===== src/rtl/uart_baud_gen_if.sv =====
// rtl/uart_baud_gen_if.sv - control/strobe bundle between UART shift FSMs and the baud generator
//
// Purpose: groups the run request, rate select and timing strobes of
// uart_baud_gen so RX/TX shift FSMs connect through one port.
// Signals:
//   bps_start  : level request, high = run bit timing, low = abort/idle
//   rate_sel   : 0=9600 1=19200 2=38400 3=57600 4=115200, 5..7 invalid
//   clk_bps    : one-cycle mid-bit sample strobe
//   bit_end    : one-cycle bit-period-end strobe
//   bit_idx    : index of the current bit within the frame
//   frame_done : one-cycle pulse at the end of the last bit
//   busy       : high while bit timing is running
//   rate_err   : latched rate_sel was invalid
//   os_tick    : oversample tick (0 unless the oversample feature is built)
// Modports: master = shift FSM side, slave = baud generator side.

interface uart_baud_gen_if;
  logic       bps_start;
  logic [2:0] rate_sel;
  logic       clk_bps;
  logic       bit_end;
  logic [3:0] bit_idx;
  logic       frame_done;
  logic       busy;
  logic       rate_err;
  logic       os_tick;

  modport master (
    output bps_start, rate_sel,
    input  clk_bps, bit_end, bit_idx, frame_done, busy, rate_err, os_tick
  );

  modport slave (
    input  bps_start, rate_sel,
    output clk_bps, bit_end, bit_idx, frame_done, busy, rate_err, os_tick
  );
endinterface


===== src/rtl/uart_baud_gen.sv =====
// rtl/uart_baud_gen.sv - run-time selectable UART bit timing generator
//
// Purpose: divides the system clock to one of five baud rates (table derived
// from CLK_HZ), emits a mid-bit sample strobe and a bit-end strobe, and counts
// bits up to FRAME_BITS, pulsing frame_done on the last bit.
// Ports:
//   clk   : system clock
//   rst_n : asynchronous active-low reset
//   bus   : uart_baud_gen_if.slave (bps_start, rate_sel in; clk_bps, bit_end,
//           bit_idx, frame_done, busy, rate_err, os_tick out)
// Optional feature: define UART_BAUD_OSTICK_EN to build the os_tick counter;
// without it os_tick is tied to 0.

module uart_baud_gen #(
  parameter int CLK_HZ     = 50000000,
  parameter int CNT_W      = 16,
  parameter int FRAME_BITS = 10,
  parameter int OVERSAMPLE = 16
) (
  input logic            clk,
  input logic            rst_n,
  uart_baud_gen_if.slave bus
);

  if (FRAME_BITS < 2 || FRAME_BITS > 15) begin : g_bad_frame_bits
    $error("uart_baud_gen: FRAME_BITS must be 2..15");
  end
  if (OVERSAMPLE < 1) begin : g_bad_oversample
    $error("uart_baud_gen: OVERSAMPLE must be at least 1");
  end
  if (CNT_W < 32 && (CLK_HZ / 9600 - 1) >= (1 << CNT_W)) begin : g_bad_cnt_w
    $error("uart_baud_gen: CNT_W too narrow for the 9600 divisor");
  end

  localparam logic [CNT_W-1:0] DIV_9600   = CNT_W'(CLK_HZ / 9600 - 1);
  localparam logic [CNT_W-1:0] DIV_19200  = CNT_W'(CLK_HZ / 19200 - 1);
  localparam logic [CNT_W-1:0] DIV_38400  = CNT_W'(CLK_HZ / 38400 - 1);
  localparam logic [CNT_W-1:0] DIV_57600  = CNT_W'(CLK_HZ / 57600 - 1);
  localparam logic [CNT_W-1:0] DIV_115200 = CNT_W'(CLK_HZ / 115200 - 1);
  localparam logic [3:0]       LAST_IDX   = 4'(FRAME_BITS - 1);

  typedef enum logic {IDLE, RUN} state_t;

  state_t           state_q, state_d;
  logic [CNT_W-1:0] cnt_q, cnt_d;
  logic [CNT_W-1:0] div_q, div_d;
  logic [CNT_W-1:0] half_q, half_d;
  logic [3:0]       idx_q, idx_d;
  logic             bps_q, bps_d;
  logic             be_q, be_d;
  logic             fd_q, fd_d;
  logic             busy_q, busy_d;
  logic             err_q, err_d;

  logic [CNT_W-1:0] sel_div;
  logic             sel_bad;
  logic             start_run;
  logic             abort;
  logic             running;
  logic             bit_wrap;

  // Invalid selections fall back to the slowest rate and flag rate_err.
  always_comb begin
    sel_div = DIV_9600;
    sel_bad = 1'b0;
    case (bus.rate_sel)
      3'd0:    sel_div = DIV_9600;
      3'd1:    sel_div = DIV_19200;
      3'd2:    sel_div = DIV_38400;
      3'd3:    sel_div = DIV_57600;
      3'd4:    sel_div = DIV_115200;
      default: sel_bad = 1'b1;
    endcase
  end

  assign start_run = (state_q == IDLE) && bus.bps_start;
  assign abort     = (state_q == RUN) && !bus.bps_start;
  assign running   = (state_q == RUN) && bus.bps_start;
  assign bit_wrap  = (cnt_q == div_q);

  always_comb begin
    state_d = state_q;
    cnt_d   = cnt_q;
    div_d   = div_q;
    half_d  = half_q;
    idx_d   = idx_q;
    bps_d   = 1'b0;
    be_d    = 1'b0;
    fd_d    = 1'b0;
    busy_d  = busy_q;
    err_d   = err_q;
    if (start_run) begin
      // Rate is only sampled here; changes during RUN wait for the next frame.
      div_d   = sel_div;
      half_d  = sel_div >> 1;
      err_d   = sel_bad;
      cnt_d   = '0;
      idx_d   = 4'd0;
      busy_d  = 1'b1;
      state_d = RUN;
    end else if (abort) begin
      // Abort wins over any count match on this edge: no strobes.
      cnt_d   = '0;
      idx_d   = 4'd0;
      busy_d  = 1'b0;
      state_d = IDLE;
    end else if (running) begin
      bps_d = (cnt_q == half_q);
      if (bit_wrap) begin
        cnt_d = '0;
        be_d  = 1'b1;
        if (idx_q == LAST_IDX) begin
          idx_d   = 4'd0;
          fd_d    = 1'b1;
          busy_d  = 1'b0;
          state_d = IDLE;
        end else begin
          idx_d = idx_q + 4'd1;
        end
      end else begin
        cnt_d = cnt_q + CNT_W'(1);
      end
    end
  end

  always_ff @(posedge clk or negedge rst_n) begin
    if (!rst_n) begin
      state_q <= IDLE;
      cnt_q   <= '0;
      div_q   <= DIV_9600;
      half_q  <= DIV_9600 >> 1;
      idx_q   <= 4'd0;
      bps_q   <= 1'b0;
      be_q    <= 1'b0;
      fd_q    <= 1'b0;
      busy_q  <= 1'b0;
      err_q   <= 1'b0;
    end else begin
      state_q <= state_d;
      cnt_q   <= cnt_d;
      div_q   <= div_d;
      half_q  <= half_d;
      idx_q   <= idx_d;
      bps_q   <= bps_d;
      be_q    <= be_d;
      fd_q    <= fd_d;
      busy_q  <= busy_d;
      err_q   <= err_d;
    end
  end

  assign bus.clk_bps    = bps_q;
  assign bus.bit_end    = be_q;
  assign bus.bit_idx    = idx_q;
  assign bus.frame_done = fd_q;
  assign bus.busy       = busy_q;
  assign bus.rate_err   = err_q;

`ifdef UART_BAUD_OSTICK_EN
  logic [CNT_W:0]   os_period;
  logic [CNT_W-1:0] os_last_q, os_last_d;
  logic [CNT_W-1:0] os_cnt_q, os_cnt_d;
  logic             os_tick_q, os_tick_d;

  // Tick spacing is fixed at latch time; the counter restarts at every bit
  // boundary so ticks stay aligned to the bit even when spacing does not
  // divide the bit period evenly.
  always_comb begin
    os_period = ({1'b0, sel_div} + (CNT_W+1)'(1)) / (CNT_W+1)'(OVERSAMPLE);
    os_last_d = os_last_q;
    os_cnt_d  = os_cnt_q;
    os_tick_d = 1'b0;
    if (start_run) begin
      os_last_d = (os_period == '0) ? '0 : CNT_W'(os_period - (CNT_W+1)'(1));
      os_cnt_d  = '0;
    end else if (abort) begin
      os_cnt_d = '0;
    end else if (running) begin
      os_tick_d = (os_cnt_q == os_last_q);
      os_cnt_d  = (bit_wrap || os_tick_d) ? '0 : os_cnt_q + CNT_W'(1);
    end
  end

  always_ff @(posedge clk or negedge rst_n) begin
    if (!rst_n) begin
      os_last_q <= '0;
      os_cnt_q  <= '0;
      os_tick_q <= 1'b0;
    end else begin
      os_last_q <= os_last_d;
      os_cnt_q  <= os_cnt_d;
      os_tick_q <= os_tick_d;
    end
  end

  assign bus.os_tick = os_tick_q;
`else
  assign bus.os_tick = 1'b0;
`endif

endmodule

===== src/flat_wrapper.sv =====
// flat-port wrapper written by rule: the top's interface ports become plain ports
module uart_baud_gen_flat 
#(
  parameter int CLK_HZ     = 50000000,
  parameter int CNT_W      = 16,
  parameter int FRAME_BITS = 10,
  parameter int OVERSAMPLE = 16
)
  (clk, rst_n, bus_bps_start, bus_rate_sel, bus_clk_bps, bus_bit_end, bus_bit_idx, bus_frame_done, bus_busy, bus_rate_err, bus_os_tick);
  uart_baud_gen_if bus_i ();
  input logic clk;
  input logic rst_n;
  input wire logic [$bits(bus_i.bps_start)-1:0] bus_bps_start;
  input wire logic [$bits(bus_i.rate_sel)-1:0] bus_rate_sel;
  output wire logic [$bits(bus_i.clk_bps)-1:0] bus_clk_bps;
  output wire logic [$bits(bus_i.bit_end)-1:0] bus_bit_end;
  output wire logic [$bits(bus_i.bit_idx)-1:0] bus_bit_idx;
  output wire logic [$bits(bus_i.frame_done)-1:0] bus_frame_done;
  output wire logic [$bits(bus_i.busy)-1:0] bus_busy;
  output wire logic [$bits(bus_i.rate_err)-1:0] bus_rate_err;
  output wire logic [$bits(bus_i.os_tick)-1:0] bus_os_tick;
  assign bus_i.bps_start = bus_bps_start;
  assign bus_i.rate_sel = bus_rate_sel;
  assign bus_clk_bps = bus_i.clk_bps;
  assign bus_bit_end = bus_i.bit_end;
  assign bus_bit_idx = bus_i.bit_idx;
  assign bus_frame_done = bus_i.frame_done;
  assign bus_busy = bus_i.busy;
  assign bus_rate_err = bus_i.rate_err;
  assign bus_os_tick = bus_i.os_tick;
  uart_baud_gen #(.CLK_HZ(CLK_HZ), .CNT_W(CNT_W), .FRAME_BITS(FRAME_BITS), .OVERSAMPLE(OVERSAMPLE)) u_core (.clk(clk), .rst_n(rst_n), .bus(bus_i));
endmodule

===== config.mk =====
export PLATFORM = sky130hd
export DESIGN_NAME = uart_baud_gen_flat
export DESIGN_NICKNAME = d
export VERILOG_FILES = /design/src/rtl/uart_baud_gen_if.sv /design/src/rtl/uart_baud_gen.sv /design/src/flat_wrapper.sv
export SDC_FILE = /design/constraint.sdc
export NUM_CORES = 1
export LEC_CHECK = 0
export ABC_AREA = 1
export CELL_PAD_IN_SITES_DETAIL_PLACEMENT = 0
export CELL_PAD_IN_SITES_GLOBAL_PLACEMENT = 1
export CORE_UTILIZATION = 46
export CTS_BUF_LIST = sky130_fd_sc_hd__clkbuf_8 sky130_fd_sc_hd__clkbuf_16
export DETAILED_ROUTE_END_ITERATION = 6
export GPL_ROUTABILITY_DRIVEN = 0
export PLACE_DENSITY = 0.93
export SLEW_MARGIN = 10
export SYNTH_ARGS = -nofsm -noshare
export SYNTH_HDL_FRONTEND = slang
export SYNTH_SLANG_ARGS = --single-unit

===== constraint.sdc =====
create_clock -name clk -period 2.5 [get_ports clk]
set_input_delay 0.75 -clock clk [delete_from_list [all_inputs] [get_ports clk]]
set_output_delay 0.75 -clock clk [all_outputs]
set_load 0.01 [all_outputs]

# == Word-level counts from Yosys, hierarchy flattened ==
# Index checks and enable logic that the tools add are counted.
# totals
out_inout_bits,10
in_bits,6
ff_bits,56
word_cells,58
# classes
addsub,2
eq_ne,7
reduce_logical,11
bitwise_logic,1
n_mux,28
# ops
cell,n
16-bit 2-to-1 mux,4
13-bit case mux with 4 select lines,1
4-bit 2-to-1 mux,5
1-bit 2-to-1 mux,18
"16-bit by 1-bit adder with 16-bit output, second input constant",1
16-bit by 15-bit == test with 1-bit output,1
16-bit == test,1
3-bit nonzero test,3
"3-bit by 2-bit == test with 1-bit output, second input constant",2
5-bit OR reduction,1
"4-bit by 1-bit adder with 4-bit output, second input constant",1
"4-bit == test, second input constant",1
"3-bit by 1-bit == test with 1-bit output, second input constant",1
"3-bit == test, second input constant",1
1-bit logical AND,3
3-bit logical NOT,1
3-bit AND reduction,1
2-bit AND reduction,1
1-bit logical NOT,1
1-bit inverter,1

# == Longest topological paths before layout ==
# Gate-level depths: netlist of run 1.
# depth
depth_word,6
ltp_mapped,12
ltp_nobuf,11

# == Least setup slack after synthesis of run 1 ==
# OpenSTA, ideal clock, no wires.
# synth_timing
path_type,input to register
start,input bus_bps_start
end,register u_core.cnt_q[14]
setup_time_ps,82
path_stages,4
arrival_ps,1472
path_slack_ps,946
path_buffers,1
required_ps,2418
path_cell_list,nor2_2 -> clkinv_1 -> buf_2 -> o22ai_1
# synth_via
elab_chain_cells,4
word_cells_on_any_way,7
cone_classes,mux (2); reduce/logical (5)
# synth_lines
element,line,text
from (decl),flat_wrapper.sv:13,input wire logic [$bits(bus_i.bps_start)-1:0] bus_bps_start;
1-bit logical NOT,uart_baud_gen.sv:77,assign abort = (state_q == RUN) && !bus.bps_start;
1-bit logical AND,uart_baud_gen.sv:77,
16-bit 2-to-1 mux,uart_baud_gen.sv:101,end else if (abort) begin
16-bit 2-to-1 mux,uart_baud_gen.sv:92,if (start_run) begin
to (signal assigned),uart_baud_gen.sv:140,cnt_q <= cnt_d;
to (decl),uart_baud_gen.sv:45,"logic [CNT_W-1:0] cnt_q, cnt_d;"
# Several ways; a longest one is shown, not always the timed one.
# A chain may end at the register's enable or synchronous reset.

# == Final worst setup path of run 1 ==
# layout_timing
start,"register u_core.busy_q, in the netlist u_core.bus.busy"
end,output bus_busy
# layout_lines
element,line,text
from (decl),uart_baud_gen.sv:52,"logic busy_q, busy_d;"
from (signal assigned),uart_baud_gen.sv:147,busy_q <= busy_d;
to (decl),flat_wrapper.sv:19,output wire logic [$bits(bus_i.busy)-1:0] bus_busy;
# No word-level cell between the ends.

==> results of run 1 <==
[flip-flops by register name (all words and copies together) (netlist names)]
name / count
u_core.bus.bit_end: 1
u_core.bus.bit_idx: 4
u_core.bus.busy: 1
u_core.bus.clk_bps: 1
u_core.bus.frame_done: 1
u_core.bus.rate_err: 1
u_core.cnt_q: 16
u_core.div_q: 10
[metal layers]
| metal | up-vias | share of wire, % | track usage [%] |
|---|---|---|---|
| met2 | 61 | 46 | 36.8 |
| met3 | 6 | 5.9 | 4.84 |
| met1 | 895 | 47 | 32.6 |
| li1 | 975 | - | - |
| met4 | 0 | 1.1 | 7.78 |
| met5 | - | 0 | 0 |
[Yosys cell counts]
| library cell | n | area, um^2 |
|---|---|---|
| o21ai_0 | 11 | 55.1 |
| buf_2 | 1 | 5.00 |
| o221ai_1 | 2 | 17.5 |
| clkbuf_1 | 1 | 3.75 |
| nand4_1 | 9 | 56.3 |
| buf_12 | 1 | 20.0 |
| nor2_2 | 6 | 37.5 |
| or2_2 | 1 | 6.26 |
| nand2_4 | 1 | 11.3 |
| xor2_1 | 9 | 78.8 |
| conb_1 | 1 | 3.75 |
| o22ai_2 | 8 | 100 |
| nand2_8 | 1 | 20.0 |
| inv_2 | 8 | 30.0 |
| buf_4 | 2 | 15.0 |
| ha_1 | 3 | 37.5 |
| a21oi_1 | 7 | 35.0 |
| nand2_2 | 1 | 6.26 |
| o22ai_1 | 10 | 62.6 |
| inv_1 | 33 | 124 |
| nand2_1 | 76 | 285 |
| nor2_1 | 21 | 78.8 |
| xnor2_1 | 2 | 17.5 |
| o31ai_1 | 1 | 7.51 |
| clkinv_1 | 1 | 3.75 |
| nor3_1 | 12 | 60.1 |
| dfrtp_1 | 30 | 751 |
| dfstp_2 | 5 | 131 |
| nand3_1 | 21 | 105 |
[cell families after synthesis]
logic type | synth area share, %
buffers and inverters | 9.30
DFF | 40.7
xor gates and xnor gates | 4.45
AOI/OAI and AO/OA | 12.8
adders and majority gates | 1.73
and+or+nand+nor | 30.8
other | 0.173
[worst paths after layout]
| check | endpoint | slack (ns) | cells after the start |
|---|---|---|---|
| setup / recovery | bus_busy | 0.40 | 1 |
| setup reg to reg | u_core.bus.bit_idx[2] | 0.75 | 11 |
| max in group asynchronous | u_core.div_q[11] | 1.48 | 1 |
| hold / removal | u_core.bus.rate_err | 0.49 | 2 |
| hold reg to reg | u_core.bus.rate_err | 0.49 | 2 |
| min in group asynchronous | u_core.cnt_q[11] | 0.53 | 1 |
[stage by stage]
stage	std cells	hold slack, ns	util [%]	setup slack, ns
final	358	0.492	54.7	0.397
after global routing	358	0.522	54.7	0.359
after CTS	358	0.498	54.7	0.385
after detailed placement	350	0.477	52.9	0.264
after global placement	350	0.486	52.9	0.291
after floorplan	285	0.454	-	0.946
[power by group]
group / switching [mW] / internal (mW)
clock network: 0.198 / 0.186
registers: 0.0473 / 0.613
logic: 0.129 / 0.0986
[cell type report]
type / count / area (um^2)
clock inverter: 3 / 11.3
inverter: 42 / 158
sequential: 35 / 882
clock buffer: 5 / 68.8
multi-input combinational: 203 / 1080
timing repair buffer: 18 / 165
tap: 52 / 65.1
fill: 427 / 2010
==> flow_metrics.py, run 1 <==
metrics = {
    "drt": {
        "first_pass_iters": 5,
        "vias_per_cell": 5.41,
        "drtAntennaViolNets": 0,
        "drtIter0Drc": 189,
        "routed_wl_mm": 5.11,
        "vias": 1937,
        "wl_per_cell_um": 14.3,
        "route.detailed.drc": 0,
    },
    "setup_path": {
        "worstPathRequired_ns": 1.75,
        "worst_path_max_delay_cell": "clkdlybuf4s50_1",
        "crit_chain": "clkdlybuf4s50_1",
        "crit_type": "flop to primary output",
        "crit_path_max_fanout": 7,
        "startpoint": "u_core.bus.busy",
        "crit_family": "buffers and inverters",
        "crit_path_start_kind": "flop",
        "endpoint_kind": "primary output",
        "slowest_delay_ns": 0.59,
        "reg2reg_from": "u_core.div_q[1]",
        "path_buf_inv": 1,
        "crit_arrival_ns": 1.35,
    },
    "cells_and_area": {
        "area_delta_synth_final_pct": 12.3,
        "layout_common_cells": "76 x nand2_1, 36 x inv_1, 30 x dfrtp_1, 21 x nand3_1, 21 x nor2_1",
        "fin_nets": 314,
        "final_area_um2": 2430,
        "final_common_cell": "nand2_1",
        "drive_above_1_share_pct": 13.4,
        "antenna-diode-count": 0,
    },
    "floorplan": {
        "rows": 24,
        "ioPinCount": 16,
        "die_area_um2": 4990,
        "die_h_um": 70.6,
        "start_util_pct": 48.7,
        "die_w_um": 70.6,
        "core_um2": 4440,
    },
    "global_route": {
        "grt_pass1_wl_mm": 9.00,
        "grt_overflow": 0,
        "grt_pass1_vias": 1861,
        "antenna_found_initial": 0,
        "grtUsageTotal_pct": 23.4,
        "grt_max_degree": 36,
    },
    "synth": {
        "syn_area_um2": 2170,
        "syn_area_per_cell_um2": 7.60,
        "ys_seq_area_share_pct": 40.7,
        "syn_inst": 285,
        "yosysWarnings": 0,
        "synth_fp_nets": 294,
        "ys_ff_latch": 35,
        "synthDistinctLibCells": 29,
    },
    "min_path": {
        "worstHoldStart": "u_core.bus.rate_err",
        "worst_hold_path_type": "flop to flop",
    },
    "power": {
        "ir_drop_v": 0.000317,
        "powerDensity_nw_per_um2": 523,
        "power.leakage_nw": 1.14,
        "total_power_mw": 1.27,
    },
    "clock_tree": {
        "clk_pin_slew_ns": 0.07,
        "h-tree-depth": 2,
        "clk_latency_ns": 0.29,
        "cts_buffer_depth": 2,
        "cts_resized": 0,
        "clock-sinks": 35,
        "cts_made_buffers": 5,
        "post_cts_buffers": 0,
        "cts_tree": "yes",
        "ctsRootBufferMaster": "clkbuf_8",
        "cts_hold_buffers": 0,
    },
    "timing": {
        "slew_headroom_pct": 48.8,
        "timing.final.crit_share_pct": 84.1,
        "fmax_ghz": 0.475,
        "setup_violations": 0,
        "fin_setup_tns_ns": 0,
        "hold_viol": 0,
        "period_needed_ns": 2.10,
        "rsz0062_at_grt": "false",
        "finClkSkew_ns": 0.00343,
        "timing.final.max_slew_violations": 0,
        "worst_pin_slew_ns": 0.768,
    },
    "placed_design": {
        "post-dp-hpwl_mm": 3.90,
        "placed_area_um2": 2350,
        "port_buffers": 14,
    },
    "job": {
        "maxCapViolCount": 0,
    },
    "outcome": {
        "status": "finished clean",
    },
}
(Power assumes the default switching activity.)
==> run 2, diff against run 1 <==
--- a/config.mk
+++ b/config.mk
@@ -8,11 +8,11 @@
 export ABC_AREA = 1
 export CELL_PAD_IN_SITES_DETAIL_PLACEMENT = 0
 export CELL_PAD_IN_SITES_GLOBAL_PLACEMENT = 1
-export CORE_UTILIZATION = 46
+export CORE_UTILIZATION = 43
 export CTS_BUF_LIST = sky130_fd_sc_hd__clkbuf_8 sky130_fd_sc_hd__clkbuf_16
 export DETAILED_ROUTE_END_ITERATION = 6
 export GPL_ROUTABILITY_DRIVEN = 0
-export PLACE_DENSITY = 0.93
+export PLACE_DENSITY = 0.88
 export SLEW_MARGIN = 10
 export SYNTH_ARGS = -nofsm -noshare
 export SYNTH_HDL_FRONTEND = slang
==> constraint.sdc (replaced) <==
create_clock -name clk -period 2.2 [get_ports clk]
set_input_delay 0.66 -clock clk [delete_from_list [all_inputs] [get_ports clk]]
set_output_delay 0.66 -clock clk [all_outputs]
set_load 0.01 [all_outputs]
==> run 2 against run 1 <==
Final cell count rose by 4.2%. Non-clock buffer count unchanged. Count of clock-buffer cells in the layout grew 2. First-iteration DRC count stayed put. Combinational power grew 16%. Sequential power rose by 14%. Sequential share of layout area fell by 0.75 points. Critical path depth unchanged. Hold slack got worse by 0.19 ns. Flip-flop and latch count unchanged. Total power is 20% higher. Critical path type unchanged.
==> flow_metrics.py, run 2 (synthesis gave the netlist of run 1 again) <==
metrics = {
    "outcome": {
        "status": "finished clean",
    },
    "global_route": {
        "grtUsageTotal_pct": 22.8,
        "antenna_found_initial": 0,
        "grt_pass1_wl_mm": 9.05,
        "grt_pass1_vias": 1825,
        "grt_overflow": 0,
        "grt_max_degree": 19,
    },
    "job": {
        "maxCapViolCount": 0,
    },
    "drt": {
        "vias": 1954,
        "wl_per_cell_um": 14.3,
        "route.detailed.drc": 0,
        "routed_wl_mm": 5.32,
        "vias_per_cell": 5.24,
        "first_pass_iters": 4,
        "drtAntennaViolNets": 0,
        "drtIter0Drc": 189,
    },
    "floorplan": {
        "core_um2": 4790,
        "start_util_pct": 45.3,
        "die_h_um": 73.0,
        "die_area_um2": 5320,
        "ioPinCount": 16,
        "rows": 25,
        "die_w_um": 73.0,
    },
    "setup_path": {
        "worstPathRequired_ns": 1.54,
        "r2r_end": "u_core.bus.bit_idx[3]",
        "worst-r2r-cell-count": 9,
        "crit_family": "buffers and inverters",
        "crit_chain": "clkdlybuf4s50_1",
        "path_buf_inv": 1,
        "reg2reg_from": "u_core.div_q[10]",
        "reg2reg_slack_ns": 0.52,
        "crit_path_max_fanout": 7,
        "endpoint_kind": "primary output",
        "crit_type": "flop to primary output",
        "slowest_delay_ns": 0.59,
        "crit_arrival_ns": 1.35,
        "worst_path_max_delay_cell": "clkdlybuf4s50_1",
        "crit_path_start_kind": "flop",
    },
    "timing": {
        "fmax_ghz": 0.497,
        "setup_violations": 0,
        "slew_headroom_pct": 63.1,
        "setup_ws_ns": 0.187,
        "hold_viol": 0,
        "fin_setup_tns_ns": 0,
        "worst_pin_slew_ns": 0.550,
        "rsz0062_at_grt": "false",
        "period_needed_ns": 2.01,
        "timing.final.crit_share_pct": 91.5,
        "timing.final.max_slew_violations": 0,
        "finClkSkew_ns": 0.00485,
    },
    "cells_and_area": {
        "area_delta_synth_final_pct": 14.7,
        "final_common_cell": "nand2_1",
        "largest_register_ffs": 16,
        "drive_above_1_share_pct": 14.1,
        "ff_latch_area_um2": 882,
        "instances_no_fill": 373,
        "regMostFlops": "u_core.cnt_q",
        "final_util_pct": 51.9,
        "nFillCells": 485,
        "multiInputGateArea_um2": 1080,
        "antenna-diode-count": 0,
        "fin_nets": 314,
        "layout_common_cells": "76 x nand2_1, 34 x inv_1, 30 x dfrtp_1, 21 x nand3_1, 21 x nor2_1",
    },
    "clock_tree": {
        "ctsRootBufferMaster": "clkbuf_8",
        "post_cts_buffers": 0,
        "cts_made_buffers": 5,
        "clk_pin_slew_ns": 0.07,
        "clk_latency_ns": 0.29,
        "cts_hold_buffers": 0,
        "clock-sinks": 35,
        "cts_buffer_depth": 2,
        "h-tree-depth": 2,
        "cts_tree": "yes",
        "cts_resized": 0,
    },
    "power": {
        "powerDensity_nw_per_um2": 616,
        "power.leakage_nw": 1.15,
        "ir_drop_v": 0.000313,
    },
    "min_path": {
        "worst_hold_path_type": "input pin to asynchronous set/reset pin",
    },
    "placed_design": {
        "post-dp-hpwl_mm": 4.06,
        "port_buffers": 14,
        "dp.cells": 365,
        "pre_cts_slack_ns": 0.104,
    },
}
==> run 2: cell count changes in the layout (fill, tap and decap cells not counted) <==
cell / change
inv_1: -2
clkbuf_8: +2
buf_4: -1
buf_12: +1
==> run 2: how the worst max path moves through the flow <==
stage | startpoint | endpoint | slack, ns | cells past startpoint
5_1_grt | u_core.bus.busy | bus_busy | 0.12 | 1
2_1_floorplan | bus_bps_start | u_core.cnt_q[14] | 0.74 | 4
3_5_place_dp | bus_bps_start | u_core.div_q[12] | 0.10 | 9
3_3_place_gp | bus_bps_start | u_core.div_q[12] | 0.15 | 9
6_report | u_core.bus.busy | bus_busy | 0.19 | 1
4_1_cts | u_core.bus.busy | bus_busy | 0.17 | 1
==> run 2: cell type report <==
| type | count | area share, % |
|---|---|---|
| Clock buffer | 7 | 3.88 |
| Clock inverter | 1 | 0.151 |
| Inverter | 42 | 6.35 |
| Multi-Input combinational cell | 203 | 43.6 |
| Sequential cell | 35 | 35.5 |
| Tap cell | 67 | 3.38 |
| Timing Repair Buffer | 18 | 7.15 |
==> run 2: through the flow <==
stage	hold slack, ns	power (mW)	instance area, um^2
2_1_floorplan	0.364	0.919	2170
3_3_place_gp	0.473	1.03	2380
3_5_place_dp	0.486	1.03	2380
4_1_cts	0.308	1.54	2480
5_1_grt	0.336	1.62	2480
6_report	0.297	1.53	2480
==> run 2: power breakdown <==
group          switching, mW  internal, mW
clock                  0.233         0.281
combinational          0.150         0.114
sequential            0.0554         0.696
==> run 2: per-layer routing <==
metal	GRT usage, %	wire length, um	vias to the layer above
met4	9.80	121	0
met1	31.7	2430	905
met2	34.8	2470	66
li1	-	-	970
met3	3.87	295	13
met5	0	0	-
==> run 3, diff against run 2 <==
--- a/config.mk
+++ b/config.mk
@@ -8,10 +8,12 @@
 export ABC_AREA = 1
 export CELL_PAD_IN_SITES_DETAIL_PLACEMENT = 0
 export CELL_PAD_IN_SITES_GLOBAL_PLACEMENT = 1
+export CORE_ASPECT_RATIO = 1.25
 export CORE_UTILIZATION = 43
 export CTS_BUF_LIST = sky130_fd_sc_hd__clkbuf_8 sky130_fd_sc_hd__clkbuf_16
 export DETAILED_ROUTE_END_ITERATION = 6
 export GPL_ROUTABILITY_DRIVEN = 0
+export GPL_TIMING_DRIVEN = 1
 export PLACE_DENSITY = 0.88
 export SLEW_MARGIN = 10
 export SYNTH_ARGS = -nofsm -noshare
==> run 3 against run 2 <==
Non-clock buffer count is 1 higher. First-iteration DRC count is 36% lower. Sequential power hardly changed. Setup slack better by 0.0072 ns. Largest cell class unchanged. Largest power group unchanged.
==> flow_metrics.py, run 3 (synthesis gave the netlist of run 1 again) <==
metrics = {
    "global_route": {
        "antenna_found_initial": 0,
        "grt_pass1_vias": 1920,
        "grtUsageTotal_pct": 23.5,
        "grt_max_degree": 20,
        "grt_overflow": 0,
        "grt_pass1_wl_mm": 9.34,
    },
    "drt": {
        "vias_per_cell": 5.38,
        "wl_per_cell_um": 15.0,
        "route.detailed.drc": 0,
        "first_pass_iters": 5,
        "drtIter0Drc": 121,
        "drtAntennaViolNets": 0,
        "vias": 1974,
        "routed_wl_mm": 5.50,
    },
    "cells_and_area": {
        "regMostFlops": "u_core.cnt_q",
        "area_delta_synth_final_pct": 13.9,
        "largest_register_ffs": 16,
        "antenna-diode-count": 0,
        "drive_above_1_share_pct": 14.3,
        "fin_nets": 315,
        "final_common_cell": "nand2_1",
        "final_area_um2": 2470,
        "layout_common_cells": "76 x nand2_1, 34 x inv_1, 30 x dfrtp_1, 21 x nand3_1, 21 x nor2_1",
    },
    "setup_path": {
        "crit_arrival_ns": 1.35,
        "worstPathRequired_ns": 1.54,
        "crit_chain": "clkdlybuf4s50_1",
        "slowest_delay_ns": 0.58,
        "crit_family": "buffers and inverters",
        "path_buf_inv": 1,
        "crit_path_max_fanout": 7,
        "worst_path_max_delay_cell": "clkdlybuf4s50_1",
        "crit_type": "flop to primary output",
        "crit_path_start_kind": "flop",
        "endpoint_kind": "primary output",
    },
    "clock_tree": {
        "cts_buffer_depth": 2,
        "cts_made_buffers": 5,
        "cts_tree": "yes",
        "post_cts_buffers": 0,
        "cts_resized": 0,
        "clk_latency_ns": 0.30,
        "h-tree-depth": 2,
        "cts_hold_buffers": 0,
        "clock-sinks": 35,
        "ctsRootBufferMaster": "clkbuf_8",
        "clk_pin_slew_ns": 0.08,
    },
    "outcome": {
        "status": "finished clean",
    },
    "power": {
        "ir_drop_v": 0.000352,
        "powerDensity_nw_per_um2": 603,
        "power.leakage_nw": 1.14,
    },
    "placed_design": {
        "post-dp-hpwl_mm": 4.15,
        "port_buffers": 14,
        "placed_area_um2": 2380,
    },
    "job": {
        "maxCapViolCount": 0,
    },
    "timing": {
        "period_needed_ns": 2.01,
        "timing.final.crit_share_pct": 91.2,
        "fin_setup_tns_ns": 0,
        "timing.final.max_slew_violations": 0,
        "hold_ws_ns": 0.301,
        "fmax_ghz": 0.499,
        "hold_viol": 0,
        "slew_headroom_pct": 63.6,
        "rsz0062_at_grt": "false",
        "setup_violations": 0,
        "worst_pin_slew_ns": 0.542,
        "finClkSkew_ns": 0.00468,
    },
    "floorplan": {
        "die_area_um2": 5330,
        "rows": 28,
        "start_util_pct": 45.1,
        "die_h_um": 81.3,
        "core_um2": 4800,
        "die_w_um": 65.5,
        "ioPinCount": 16,
    },
    "min_path": {
        "worst_hold_path_type": "input pin to asynchronous set/reset pin",
    },
}
## run 3: cell types whose count changed in the layout (fill, tap and decap cells not counted)
cell,change
clkinv_2,+1
clkinvlp_4,+1
clkbuf_8,-2
buf_4,+1
## run 3: path summary, 6_finish.rpt
kind	slack [ns]	startpoint	end	cells past startpoint
max	0.19	u_core.bus.busy	bus_busy	1
min	0.30	rst_n	u_core.bus.rate_err	1
max reg2reg	0.43	u_core.div_q[1]	u_core.bus.bit_idx[1]	11
min reg2reg	0.50	u_core.bus.rate_err	u_core.bus.rate_err	2
max in group asynchronous	1.37	rst_n	u_core.div_q[10]	2
min in group clk	0.50	u_core.bus.rate_err	u_core.bus.rate_err	2
## run 3: layer usage
metal	up-vias	global-route usage [%]	wire [um]
met5	-	0	0
li1	973	-	-
met3	12	3.51	266
met4	0	8.48	108
met1	930	29.2	2340
met2	59	41.0	2780
## run 3: where the power goes
group          internal (mW)  leakage, nW  total, mW  switching, mW
combinational          0.116        0.641      0.266          0.150
sequential             0.696        0.456      0.753         0.0573
clock                  0.217       0.0453      0.468          0.251
## run 3: final cells by class
type                       count  area, um^2
tap                           60        75.1
fill                         483        2330
clock buffer                   5        68.8
clock inverter                 3        16.3
inverter                      42         158
sequential                    35         882
timing repair buffer          19         185
multi-input combinational    203        1080
## run 3: stage by stage
step	setup slack, ns	total power, mW	std cells	util [%]
after floorplan	0.736	0.919	285	-
after global placement	0.137	1.03	359	49.6
after detailed placement	0.0984	1.03	359	49.6
after CTS	0.173	1.49	367	51.4
after global routing	0.131	1.56	367	51.4
final	0.194	1.49	367	51.4
==> RTL change: new RTL, config.mk and constraints of run 3 <==
Add a define of `UART_BAUD_OSTICK_EN`.
--- a/src/rtl/uart_baud_gen.sv
+++ b/src/rtl/uart_baud_gen.sv
@@ -11,4 +11,6 @@
 // Optional feature: define UART_BAUD_OSTICK_EN to build the os_tick counter;
 // without it os_tick is tied to 0.
+
+`define UART_BAUD_OSTICK_EN
 
 module uart_baud_gen #(
Formal check against the unedited RTL: same outputs for any inputs over 10 cycles, from zero or initial values and one cycle with rst_n low; that may be too few to reach the edited logic, so the function may still have changed.
==> RTL change against run 3 <==
  * Total power is 76% higher
  * Setup slack worse by 13 ps
  * Final area is 79% higher
  * Sequential cell count is 30 higher
  * Area after synthesis is 81% higher
  * Register-to-register slack better by 30 ps
  * Routed wire length is 71% higher
  * Highest routed layer unchanged
==> RTL change: results (changes against run 3) <==
status: finished clean (unchanged)
syn_nets: 567 (was 294)
worst reg2reg path endpoint: u_core.cnt_q[2] (was u_core.bus.bit_idx[1])
Max-slew headroom: 0.7604 (was 0.6358)
Critical path origin: u_core.state_q (was u_core.bus.busy)
Seq/Total Area, Yosys: 0.4161 (was 0.4073)
Detailed Routing Iterations Pass 1: 4 (was 5)
H-tree depth: 3 (was 2)
drt initial violations: 274 (was 121)
met2 global-route usage: 0.3973 (was 0.4103)
XOR/XNOR Fraction of Synth Area: 0.04688 (was 0.04448)
Leak: 0.002191 µW (was 0.001142 µW)
Final nets: 593 (was 315)
post-synthesis compound-gate area fraction: 0.06027 (was 0.1282)
VDD IR max: 343.0 µV (was 352.2 µV)
first-pass GRT wire length: 16500 µm (was 9342 µm)
share of cells above drive strength 1: 0.1022 (was 0.1433)
Final Skew: 12.74 ps (was 4.678 ps)
worst reg-to-reg path cell count: 10 (was 11)
met3 GRT Util: 0.03179 (was 0.03511)
Final HPWL DP: 6844 µm (was 4152 µm)
PortBufs: 15 (was 14)
worst skew pair latency: 350 ps (was 300 ps)
CTS Buf Count: 9 (was 5)
Fill cells: 902 (was 483)
vias per inst: 4.989 (was 5.379)
pin count of the biggest net entering global routing: 66 (was 20)
Total Routing Usage GR: 0.2257 (was 0.2353)
-- RTL change: cell count changes in the layout (fill, tap and decap cells not counted), sizes merged, moves of 9 or more --
| cell | run 3 | this run |
|---|---|---|
| dfrtp | 30 | 60 |
| inv | 42 | 81 |
| nand2 | 79 | 189 |
| nand3 | 21 | 30 |
| nand4 | 9 | 22 |
| nor2 | 27 | 79 |
| o21ai | 11 | 24 |
| o22ai | 18 | 9 |
-- RTL change: final cells by class --
type	instances	area [µm²]	share of cell area
clock buffers	9	123.9	0.02805
clock inverters	7	56.30	0.01275
inverters	81	305.3	0.06912
multi-input cells	397	1893	0.4286
flip-flops and latches	65	1633	0.3697
well taps	120	150.1	0.03399
repair buffers	28	255.2	0.05779
-- RTL change: kinds of logic (layout without fill, tap and decap cells) --
| family | count (synthesis) | count (layout) |
|---|---|---|
| AO/OA/AOI/OAI | 43 | 43 |
| flip-flops | 65 | 65 |
| AND/OR/NAND/NOR | 328 | 328 |
| XOR/XNOR | 21 | 21 |
| adder cells (fa/ha/maj) | 5 | 5 |
| buffers and inverters | 94 | 125 |
-- RTL change: worst max-delay path by stage --
stage                                to  slack (ps)  depth (start not counted)
finish                         bus_busy         180                          1
global route             bus_bit_idx[0]         120                          1
CTS                            bus_busy         160                          1
detailed placement   u_core.bus.clk_bps           6                          7
global placement     u_core.bus.clk_bps          50                          7
floorplan           u_core.os_last_q[4]         590                          9
-- RTL change: where the power goes --
part	total, µW	internal [µW]	switching [µW]
registers	1320	1260	57.8
clock network	975	506	470
logic	329	124	205
total	2620	1890	732
-- RTL change: per-stage QoR --
step / area (µm²) / instances / utilization / total power [µW] / setup slack (ps)
floorplan: 3924 / 556 / - / 1539 / 591.2
CTS: 4417 / 707 / 0.5049 / 2652 / 159.2
finish: 4417 / 707 / 0.5049 / 2622 / 181.2
detailed placement: 4237 / 691 / 0.4843 / 1669 / 5.687
global placement: 4237 / 691 / 0.4843 / 1664 / 53.31
global route: 4417 / 707 / 0.5049 / 2751 / 118.0
-- RTL change: metal layers --
metal / up-vias / routed length (µm)
met5: - / 0
met2: 83 / 4762
li1: 1782 / -
met3: 24 / 341
met4: 0 / 279
met1: 1638 / 4025
